### src/rtl/mon_pkg.sv
// Shared types and default constants for the store result monitor.
// Covers verdict states, the default pass/allow addresses and one logged store record.
package mon_pkg;

    typedef enum logic [1:0] {
        RUN  = 2'b00,
        PASS = 2'b01,
        FAIL = 2'b10,
        TOUT = 2'b11
    } mon_state_t;

    localparam logic [31:0] DEF_PASS_ADDR      = 32'd84;
    localparam logic [31:0] DEF_PASS_DATA      = 32'd7;
    localparam logic [31:0] DEF_ALLOW_ADDR     = 32'd80;
    localparam int          DEF_TIMEOUT_CYCLES = 1000;

    typedef struct packed {
        logic [31:0] addr;
        logic [31:0] data;
    } store_rec_t;

endpackage

### src/rtl/store_log_ring.sv
// Ring log of the most recent stores.
// Read index 0 is the newest entry; indices at or past the valid count read as zero.
module store_log_ring
    import mon_pkg::*;
#(
    parameter int DEPTH = 8
) (
    input  logic                     clk,
    input  logic                     rst,
    input  logic                     we,
    input  store_rec_t               wr_rec,
    input  logic [$clog2(DEPTH)-1:0] rd_idx,
    output store_rec_t               rd_rec,
    output logic [$clog2(DEPTH):0]   count
);

    localparam int IW = $clog2(DEPTH);

    store_rec_t      mem [DEPTH];
    logic [IW-1:0]   wr_ptr;
    logic [IW-1:0]   rd_ptr;

    // NOTE: the log storage is reset on purpose, because every entry must read as zero after rst.
    // This is not done only for tidiness.
    // NOTE: sequential state uses non-blocking assignments so that every register samples pre-edge values.
    always_ff @(posedge clk) begin
        if (rst) begin
            wr_ptr <= '0;
            count  <= '0;
            for (int i = 0; i < DEPTH; i++) begin
                mem[i] <= '0;
            end
        end else if (we) begin
            mem[wr_ptr] <= wr_rec;
            wr_ptr      <= wr_ptr + IW'(1);
            if (count != (IW+1)'(DEPTH)) begin
                count <= count + (IW+1)'(1);
            end
        end
    end

    // DEPTH is a power of two, so pointer arithmetic wraps on its own
    assign rd_ptr = wr_ptr - IW'(1) - rd_idx;

    // NOTE: rd_rec gets a default before the conditional, so no latch is inferred.
    always_comb begin
        rd_rec = '0;
        if ({1'b0, rd_idx} < count) begin
            rd_rec = mem[rd_ptr];
        end
    end

endmodule

### src/rtl/store_result_monitor.sv
// Watches the CPU store bus and decides pass, fail or timeout for the self-check program.
// The verdicts are registered, and the monitor keeps a ring log of recent stores.
module store_result_monitor
    import mon_pkg::*;
#(
    parameter logic [31:0] PASS_ADDR      = DEF_PASS_ADDR,
    parameter logic [31:0] PASS_DATA      = DEF_PASS_DATA,
    parameter logic [31:0] ALLOW_ADDR     = DEF_ALLOW_ADDR,
    parameter int          TIMEOUT_CYCLES = DEF_TIMEOUT_CYCLES,
    parameter int          LOG_DEPTH      = 8
) (
    input  logic                         clk,
    input  logic                         rst,
    input  logic                         memwrite,
    input  logic [31:0]                  dataadr,
    input  logic [31:0]                  writedata,
    input  logic [31:0]                  pc,
    output logic                         pass,
    output logic                         fail,
    output logic                         timeout,
    output logic                         done,
    output logic [31:0]                  cycle_cnt,
    output logic [15:0]                  store_cnt,
    output logic [31:0]                  fail_addr,
    output logic [31:0]                  fail_data,
    output logic [31:0]                  fail_pc,
    input  logic [$clog2(LOG_DEPTH)-1:0] log_rd_idx,
    output logic [31:0]                  log_rd_addr,
    output logic [31:0]                  log_rd_data,
    output logic [$clog2(LOG_DEPTH):0]   log_count
);

    mon_state_t state;
    logic       run;
    logic       is_pass;
    logic       is_illegal;
    logic       at_limit;
    store_rec_t wr_rec;
    store_rec_t rd_rec;

    assign run        = (state == RUN);
    assign is_pass    = (dataadr == PASS_ADDR) && (writedata == PASS_DATA);
    assign is_illegal = (dataadr != ALLOW_ADDR);
    assign at_limit   = (cycle_cnt == 32'(TIMEOUT_CYCLES - 1));
    assign wr_rec     = '{addr: dataadr, data: writedata};

    // Stores are logged only while running, and the deciding store is included
    store_log_ring #(
        .DEPTH (LOG_DEPTH)
    ) u_log (
        .clk    (clk),
        .rst    (rst),
        .we     (run && memwrite),
        .wr_rec (wr_rec),
        .rd_idx (log_rd_idx),
        .rd_rec (rd_rec),
        .count  (log_count)
    );

    assign log_rd_addr = rd_rec.addr;
    assign log_rd_data = rd_rec.data;

    // Terminal states hold everything frozen until rst; a store verdict beats the watchdog
    always_ff @(posedge clk) begin
        if (rst) begin
            state     <= RUN;
            pass      <= 1'b0;
            fail      <= 1'b0;
            timeout   <= 1'b0;
            done      <= 1'b0;
            cycle_cnt <= '0;
            store_cnt <= '0;
            fail_addr <= '0;
            fail_data <= '0;
            fail_pc   <= '0;
        end else if (run) begin
            cycle_cnt <= cycle_cnt + 32'd1;
            if (memwrite && (store_cnt != 16'hFFFF)) begin
                store_cnt <= store_cnt + 16'd1;
            end
            if (memwrite && is_pass) begin
                state <= PASS;
                pass  <= 1'b1;
                done  <= 1'b1;
            end else if (memwrite && is_illegal) begin
                state     <= FAIL;
                fail      <= 1'b1;
                done      <= 1'b1;
                fail_addr <= dataadr;
                fail_data <= writedata;
                fail_pc   <= pc;
            end else if (at_limit) begin
                state   <= TOUT;
                timeout <= 1'b1;
                done    <= 1'b1;
            end
        end
    end

endmodule
### config.mk
export PLATFORM = sky130hd
export DESIGN_NAME = store_result_monitor
export DESIGN_NICKNAME = d
export VERILOG_FILES = /design/src/rtl/mon_pkg.sv /design/src/rtl/store_log_ring.sv /design/src/rtl/store_result_monitor.sv
export SDC_FILE = /design/constraint.sdc
export NUM_CORES = 1
export LEC_CHECK = 0
export BUFFER_PORTS_ARGS = -buffer_cell sky130_fd_sc_hd__buf_4
export CAP_MARGIN = 20
export CORE_MARGIN = 2
export CORE_UTILIZATION = 27
export DETAILED_ROUTE_END_ITERATION = 7
export PLACE_DENSITY = 0.53
export SYNTH_ARGS = -nofsm -noshare
export SYNTH_HDL_FRONTEND = slang
export SYNTH_HIERARCHICAL = 1
export SYNTH_SLANG_ARGS = --single-unit
### constraint.sdc
create_clock -name clk -period 3.7 [get_ports clk]
set_input_delay 0.555 -clock clk [delete_from_list [all_inputs] [get_ports clk]]
set_output_delay 0.555 -clock clk [all_outputs]
set_load 0.005 [all_outputs]
# Word level (Yosys, flattened, before mapping)
# Memories as Yosys holds them, arrays and structs flattened.
# Cells that the tools add are included.
[word_totals] ff_bits=157 ram_bits=512 inputBits=102 out_inout_bits=216 elab_cells=57 mem_count=1
[mem_list] name="u_log.mem" words=8 width=64 rd=1 rd_ports_with_merged_regs=0 wr=8 line_no="store_log_ring.sv:19" text="store_rec_t mem [DEPTH];"
[classes] addsub=6 order_cmp=1 n_eq_ne=6 n_mux=15 bitwise=2 reduce_logical=14
[op_table] operator="2-to-1 mux 64 bit" count=2
[op_table] operator="OR reduction 64 bit" count=1
[op_table] operator="adder 32 x 1 -> 32 bit, second input constant" count=1
[op_table] operator="equality test 32 x 10 -> 1 bit, second input constant" count=1
[op_table] operator="equality test 32 x 3 -> 1 bit, second input constant" count=1
[op_table] operator="equality test 32 x 7 -> 1 bit, second input constant" count=1
[op_table] operator="inequality test 32 x 7 -> 1 bit, second input constant" count=1
[op_table] operator="adder 16 x 1 -> 16 bit, second input constant" count=1
[op_table] operator="inequality test 16 bit, second input constant" count=1
[op_table] operator="2-to-1 mux 1 bit" count=9
[op_table] operator="AND reduction 2 bit" count=4
[op_table] operator="2-to-1 mux 2 bit" count=3
[op_table] operator="logical AND 1 bit" count=5
[op_table] operator="adder 4 x 1 -> 4 bit, second input constant" count=1
[op_table] operator="less-than comparator 3 x 4 -> 1 bit" count=1
[op_table] operator="inequality test 4 bit, second input constant" count=1
[op_table] operator="AND reduction 4 bit" count=1
[op_table] operator="adder 3 x 1 -> 3 bit, second input constant" count=1
[op_table] operator="2-to-1 mux 3 bit" count=1
[op_table] operator="AND reduction 3 bit" count=1
[op_table] operator="nonzero test 3 bit" count=1
[op_table] operator="subtractor 3 x 1 -> 3 bit, second input constant" count=1
[op_table] operator="subtractor 3 bit" count=1
[op_table] operator="zero test 2 bit" count=1
[op_table] operator="inverter 1 bit" count=2

# Logic depth before layout (Yosys ltp)
# Gate-level depths: netlist of run 1.
[logic_depth] ltp_word=7 depth_mapped=9 mapped_depth_nobuf=7

# By module
# The synthesis of run 1 kept the hierarchy.
[modules_own_cells] mod="store_log_ring" n_inst=1 cells_each=1454 area_each_um2=23492.5 seq_area_each_um2=15514.9
[modules_own_cells] mod="store_result_monitor" n_inst=1 cells_each=727 area_each_um2=6906.6 seq_area_each_um2=3002.9

# Worst setup path after synthesis of run 1
# OpenSTA, ideal clock, no wires.
[synth_path] path_type="input to register" start="in memwrite" end="mem u_log/mem[1][0] (netlist name), enable pin" arrival_ps=2688 required_time_ps=3306 setup_slack_ps=618 cell_stages=8 path_buffers=3 path_cell_list="or3b_1 -> buf_2 -> inv_2 -> buf_2 -> nand2b_1 -> nor2_1 -> clkbuf_1 -> or2_2"
[synth_rtl] item="start: declaration" line_no="store_result_monitor.sv:14" text="input logic memwrite,"
[synth_rtl] item="end: declaration" line_no="store_log_ring.sv:19"

# Final worst setup path of run 1
[layout_path] start="reg u_log.wr_ptr[0]" end="out log_rd_addr[9]"
[layout_between] elab_chain_cells=4
[layout_rtl] item="start: declaration" line_no="store_log_ring.sv:20" text="logic [IW-1:0] wr_ptr;"
[layout_rtl] item="start signal: assignment" line_no="store_log_ring.sv:35" text="wr_ptr <= wr_ptr + IW'(1);"
[layout_rtl] item="subtractor 3 x 1 -> 3 bit" line_no="store_log_ring.sv:43" text="assign rd_ptr = wr_ptr - IW'(1) - rd_idx;"
[layout_rtl] item="subtractor 3 bit" line_no="store_log_ring.sv:43"
[layout_rtl] item="memory (8 x 64 bit)"
[layout_rtl] item="2-to-1 mux 64 bit" line_no="store_log_ring.sv:48" text="if ({1'b0, rd_idx} < count) begin"
[layout_rtl] item="end: declaration" line_no="store_result_monitor.sv:28" text="output logic [31:0] log_rd_addr,"
# Every way passes these cells.

==> results of run 1 <==
## Yosys cell counts (all sizes together) (2+ instances only)
master / n / area share
buf: 49 / 0.011
nor4b: 2 / 0.00078
and2: 516 / 0.11
o2111ai: 2 / 0.00058
inv: 13 / 0.0016
and4: 4 / 0.0012
o21ai: 10 / 0.0016
nand3b: 2 / 0.00049
nor3: 10 / 0.0026
nor2b: 2 / 0.00041
or3b: 3 / 0.00086
or2: 10 / 0.0021
a21oi: 76 / 0.013
a31oi: 2 / 0.00041
nand2: 22 / 0.0027
clkbuf: 99 / 0.013
dfxtp: 157 / 0.10
o21ba: 4 / 0.0013
mux4: 128 / 0.095
or3: 6 / 0.0012
nor4: 21 / 0.0047
edfxtp: 512 / 0.51
nand2b: 192 / 0.040
nand4: 23 / 0.0052
nor2: 62 / 0.0077
nand3: 20 / 0.0033
a21o: 2 / 0.00049
xnor2: 11 / 0.0038
ha: 8 / 0.0033
mux2i: 161 / 0.053
and3: 6 / 0.0012
xor2: 34 / 0.0098
## path summary, 6_finish.rpt
kind,to,cells after the start,slack [ns],start
hold reg to reg,fail_pc[0]$_SDFFE_PP0P_,2,0.47,fail_pc[0]$_SDFFE_PP0P_
setup reg to reg,u_log/mem[7][46]$_SDFFCE_PN0P_,6,1.04,state[1]$_SDFFE_PP0P_
setup / recovery,log_rd_addr[9],9,-0.16,u_log/wr_ptr[0]$_SDFFE_PP0P_
hold / removal,fail_pc[30]$_SDFFE_PP0P_,3,0.19,pc[30]
## layer usage
layer	wire length (µm)	vias up
met1	40800	9745
met4	2320	4
met3	6340	132
met2	46200	608
met5	26	-
li1	-	8593
## per-stage QoR
| stage | power, mW | setup TNS [ns] | cells |
|---|---|---|---|
| 2_1_floorplan | 10.3 | 0 | 2181 |
| 3_3_place_gp | 11.5 | 0 | 3928 |
| 3_5_place_dp | 11.6 | 0 | 3928 |
| 4_1_cts | 20.0 | -10.06 | 4093 |
| 5_1_grt | 20.6 | -12.36 | 4094 |
| 6_report | 19.8 | -6.00 | 4096 |
## tightest hold or removal path, delay by kind of cell
kind | cells | cell delay, ns
buffers and inverters | 1 | 0.11
multiplexers | 1 | 0.06
AND/OR/NAND/NOR | 1 | 0.06
## registers in the layout, summed over array words and instances, names as in the netlist, 2 cells and up
| register | flops |
|---|---|
| fail_pc | 32 |
| fail_addr | 32 |
| fail_data | 32 |
| state | 2 |
| u_log/wr_ptr | 3 |
| store_cnt | 16 |
| u_log/mem | 512 |
| u_log/count | 4 |
| cycle_cnt | 32 |
## logic make-up after synthesis
family | synth area share
compound gates | 0.0191
xor+xnor | 0.0136
fa+ha+maj | 0.00395
buf+inv | 0.0252
flops | 0.609
mux | 0.148
simple gates | 0.181
## area by class of cell
cell class	instances	area, µm²	area share
Tap cell	1500	1880	0.0486
Sequential cell	669	18500	0.480
Timing Repair Buffer	414	3960	0.103
Clock buffer	99	2160	0.0559
Clock inverter	48	512	0.0133
Multi-Input combinational cell	1351	11500	0.298
Antenna cell	2	5.00	0.000130
Inverter	13	50.0	0.00130
## report_power, final
part           total (mW)  switching (mW)  leakage [nW]  internal [mW]
logic                3.21            1.60          6.76           1.61
clock network        8.01            3.28          1.29           4.73
registers            8.59           0.149          6.58           8.45
total                19.8            5.03          14.6           14.8
## repair_timing
item                       4_1_cts  5_1_grt
cloned                           8        4
setup buffers                   10        0
gates resized for setup         54       28
setup endpoints to repair       64       64
pin swaps                        1        1
==> impl_metrics.py, run 1 <==
metrics = {
    "layout": {
        "area_delta_synth_final_pct": 26.9,
        "stdcell_area_um2": 38600,
        "finish.utilization": 0.344,
        "layout.nets": 2640,
        "fill_cells": 10900,
        "final_cell_mix": "and2_1 (516), edfxtp_1 (512), buf_4 (341)",
        "final_common_cell": "and2_1",
        "drive_above_1_share": 0.285,
    },
    "synth": {
        "async_flop_share": 0,
        "synth.avg_cell_area_um2": 13.9,
        "ys_seq_area_frac": 0.609,
        "synth_flop_cell": "edfxtp_1",
        "synth_area_um2": 30400,
        "synth_cell_types": 58,
        "synth_nets": 2292,
        "synth_warnings": 6,
        "syn_inst": 2181,
        "ys_ff_latch": 669,
        "synth_edf_count": 512,
    },
    "routing": {
        "routed_wl_um": 95700,
        "wl_per_cell_um": 23.4,
        "drc_errors": 0,
        "drtAntennaViolNets": 0,
        "drtPass1Iterations": 7,
        "route.vias.total": 19100,
        "drt-initial-drc-count": 1442,
        "vias_per_cell": 4.66,
    },
    "timing": {
        "hold_slack_ns": 0.189,
        "rsz0062_at_grt": "true",
        "fin_ws_ns": -0.162,
        "fin_crit_ns": 3.86,
        "hold_violations": 0,
        "period_share": 1.04,
        "fmax_mhz": 259,
        "finalSetupViolations": 62,
        "finalMaxSlewViolations": 0,
        "fin_skew_ns": 0.0341,
        "worst_slew_pin_slew_ns": 0.930,
        "slew_headroom": 0.380,
    },
    "clocking": {
        "cts_buffers": 80,
        "clk_pin_slew_ns": 0.06,
        "clk_latency_ns": 0.66,
        "clockBufferDepth": 3,
        "hold_buffers": 0,
        "clockRootBuffer": "clkbuf_16",
        "cts_tree": "yes",
        "numClockSinks": 669,
        "htree_num_levels": 3,
    },
    "worst_setup_path": {
        "required_ns": 3.14,
        "critical-path-max-stage-delay_ns": 0.86,
        "crit_slowest_cell": "fa_4",
        "critPathKind": "register to output port",
        "cp-end-kind": "output port",
        "startpoint_type": "register",
        "cp_num_buf_inv": 4,
        "path_common_cell": "buf_4",
        "critPathTopFamily": "adder cells",
        "crit_arrival_ns": 3.31,
        "cp_cell_sequence": "ha_4, fa_4, buf_12, buf_4, buf_16, mux4_2, mux2i_2, a21oi_1, buf_4",
        "cp_max_fo": 11,
    },
    "power": {
        "powerDensity_nw_per_um2": 514,
        "ir_worst_vdd_mv": 0.396,
        "p_leak_nw": 14.6,
    },
    "die": {
        "die_y_um": 340,
        "io_pins": 318,
        "core_area_um2": 112000,
        "chipWidth_um": 340,
        "dieArea_um2": 115000,
        "start_util": 0.271,
        "row_count": 123,
    },
    "grt": {
        "grt_max_degree": 179,
        "overflow": 0,
        "grtUsageMet1": 0.208,
        "use_met2": 0.272,
        "grt_usage": 0.162,
        "antenna_found_initial": 5,
        "busiest_layer": "met2",
        "first_global_vias": 20000,
        "grt_pass1_wl_um": 137000,
        "groute.layer.met3.usage": 0.0378,
    },
    "flow_run": {
        "drv_cap": 0,
    },
    "placed_design": {
        "place_area_um2": 35200,
        "place_ws_ns": 0.110,
        "place.port_buffers": 317,
        "gp_congestion": 0.763,
        "dp_hpwl_um": 55700,
    },
    "worst_hold_path": {
        "hp-class": "input pin to register",
    },
    "status": {
        "status": "complete, but fails checks",
        "violations": "negative setup slack",
    },
}
Note: power is estimated with default switching activity, not from simulation.
==> run 2: changes to the inputs <==
- BUFFER_PORTS_ARGS: -buffer_cell sky130_fd_sc_hd__buf_4 -> not set
- CELL_PAD_IN_SITES_DETAIL_PLACEMENT: not set -> 1
- CELL_PAD_IN_SITES_GLOBAL_PLACEMENT: not set -> 1
- DONT_BUFFER_PORTS: not set -> 1
- PLACE_DENSITY: 0.53 -> 0.58
- clock period: 3.7 -> 3.1 ns (I/O delays scaled with it)
==> run 2 against run 1 <==
Effect of this change: the flow still finishes with violations (negative setup slack); via count is 2.6% lower; clock-buffer cell count up 20; utilization down 1.3 points; clock power up 18%; final cell count is 4.7% lower; highest routed layer unchanged; final area down 3.6%; clock skew decreased by 0.0048 ns; routed wire length grew 5.8%.
==> impl_metrics.py, run 2 (synthesis gave the netlist of run 1 again) <==
metrics = {
    "clocking": {
        "numClockSinks": 669,
        "cts_buffers": 81,
        "clk_pin_slew_ns": 0.07,
        "cts_tree": "yes",
        "clockBufferDepth": 3,
        "clk_latency_ns": 0.65,
        "htree_num_levels": 3,
        "clockRootBuffer": "clkbuf_16",
    },
    "grt": {
        "overflow": 0,
        "antenna_found_initial": 15,
        "grt_usage": 0.173,
        "grt_max_degree": 171,
        "first_global_vias": 20400,
        "grt_pass1_wl_um": 145000,
    },
    "timing": {
        "fin_tns_setup_ns": -23.11,
        "hold_slack_ns": 0.0496,
        "rsz0062_at_grt": "true",
        "fin_crit_ns": 3.54,
        "hold_violations": 0,
        "slew_headroom": 0.493,
        "fin_skew_ns": 0.0293,
        "fmax_mhz": 283,
        "finalMaxSlewViolations": 0,
        "period_share": 1.14,
        "finalSetupViolations": 64,
        "fin_ws_ns": -0.439,
        "worst_slew_pin_slew_ns": 0.753,
    },
    "routing": {
        "drtAntennaViolNets": 0,
        "wl_per_cell_um": 26.0,
        "drt-initial-drc-count": 1232,
        "route.vias.total": 18600,
        "routed_wl_um": 101000,
        "drtPass1Iterations": 5,
        "vias_per_cell": 4.76,
        "drc_errors": 0,
    },
    "die": {
        "core_area_um2": 112000,
        "dieArea_um2": 115000,
        "start_util": 0.271,
        "row_count": 123,
        "chipWidth_um": 340,
        "die_y_um": 340,
        "io_pins": 318,
    },
    "layout": {
        "fill_cells": 11800,
        "area_delta_synth_final_pct": 22.3,
        "final_common_cell": "and2_1",
        "final_cell_mix": "and2_1 (516), edfxtp_1 (512), nand2b_1 (192)",
        "drive_above_1_share": 0.179,
        "largest_reg_flops": 512,
        "regMostFlops": "u_log/mem",
        "layout.nets": 2443,
    },
    "worst_setup_path": {
        "cp_max_fo": 8,
        "cp-end-kind": "output port",
        "required_ns": 2.63,
        "critPathKind": "register to output port",
        "crit_arrival_ns": 3.07,
        "rrSetupSlack_ns": 0.41,
        "startpoint_type": "register",
    },
    "power": {
        "sw_frac_of_total": 0.258,
        "seqPwrFrac": 0.444,
        "p_leak_nw": 13.5,
        "powerDensity_nw_per_um2": 624,
        "internal-power_mw": 17.2,
        "pwr-share-comb": 0.148,
        "power_frac_clock": 0.407,
        "ir_worst_vdd_mv": 0.386,
        "power_switching_mw": 5.97,
    },
    "placed_design": {
        "gp_congestion": 0.738,
        "place_ws_ns": -0.0449,
        "place.port_buffers": 0,
        "dp_hpwl_um": 55000,
    },
    "flow_run": {
        "drv_cap": 0,
    },
    "status": {
        "status": "complete, but fails checks",
        "violations": "negative setup slack",
    },
    "worst_hold_path": {
        "hp-class": "input pin to register",
    },
}
[run 2: area by class of cell]
cell class / count / area [µm²] / area share
antenna: 2 / 5.00 / 0.000135
inverter: 13 / 50.0 / 0.00135
clock inverter: 33 / 362 / 0.00973
clock buffer: 119 / 2260 / 0.0608
sequential: 669 / 18500 / 0.498
multi-input combinational: 1351 / 11400 / 0.308
timing repair buffer: 216 / 2660 / 0.0715
tap: 1500 / 1880 / 0.0505
[run 2: path summary, 6_finish.rpt]
path | start | depth (start not counted) | endpoint
worst max-delay path | u_log/wr_ptr[0]$_SDFFE_PP0P_ | 8 | log_rd_addr[30]
worst min-delay path | dataadr[18] | 1 | u_log/mem[3][50]$_SDFFCE_PN0P_
worst max register to register | state[1]$_SDFFE_PP0P_ | 6 | u_log/mem[4][16]$_SDFFCE_PN0P_
worst min register to register | fail_addr[6]$_SDFFE_PP0P_ | 2 | fail_addr[6]$_SDFFE_PP0P_
[run 2: per-layer routing]
metal | up-vias | GRT usage | wire (µm)
li1 | 8190 | - | -
met1 | 9792 | 0.224 | 43800
met2 | 501 | 0.293 | 49200
met3 | 100 | 0.0428 | 6850
met4 | 8 | 0.0371 | 1410
met5 | - | 0 | 51
[run 2: through the flow]
stage | total power [mW] | cell area (µm²) | instances | util
floorplan | 12.3 | 30400 | 2181 | -
global placement | 13.3 | 32900 | 3629 | 0.294
detailed placement | 13.3 | 32900 | 3629 | 0.294
CTS | 23.5 | 37000 | 3897 | 0.331
global route | 24.1 | 37200 | 3902 | 0.332
finish | 23.2 | 37200 | 3903 | 0.332
[run 2: power by group through the flow]
stage	clock, mW	combinational (mW)	sequential (mW)
floorplan	0	1.86	10.4
global placement	0	2.81	10.5
detailed placement	0	2.86	10.5
CTS	9.72	3.43	10.3
global route	10.1	3.67	10.3
finish	9.45	3.44	10.3
[run 2: worst max-delay path, stage by stage (launching register included)]
cell     delay, ns
dfxtp_2       0.34
ha_4          0.15
fa_4          0.82
buf_12        0.18
buf_16        0.17
mux4_2        0.32
mux2i_2       0.18
a21oi_1       0.06
buf_4         0.17
[run 2: what timing repair did]
action	in CTS	in global routing
hold endpoints to repair	651	0
hold buffers	101	0
resized for setup	41	18
cloned	6	2
buffers inserted	9	4
pin swaps	1	1
endpoints found under the setup margin	64	64
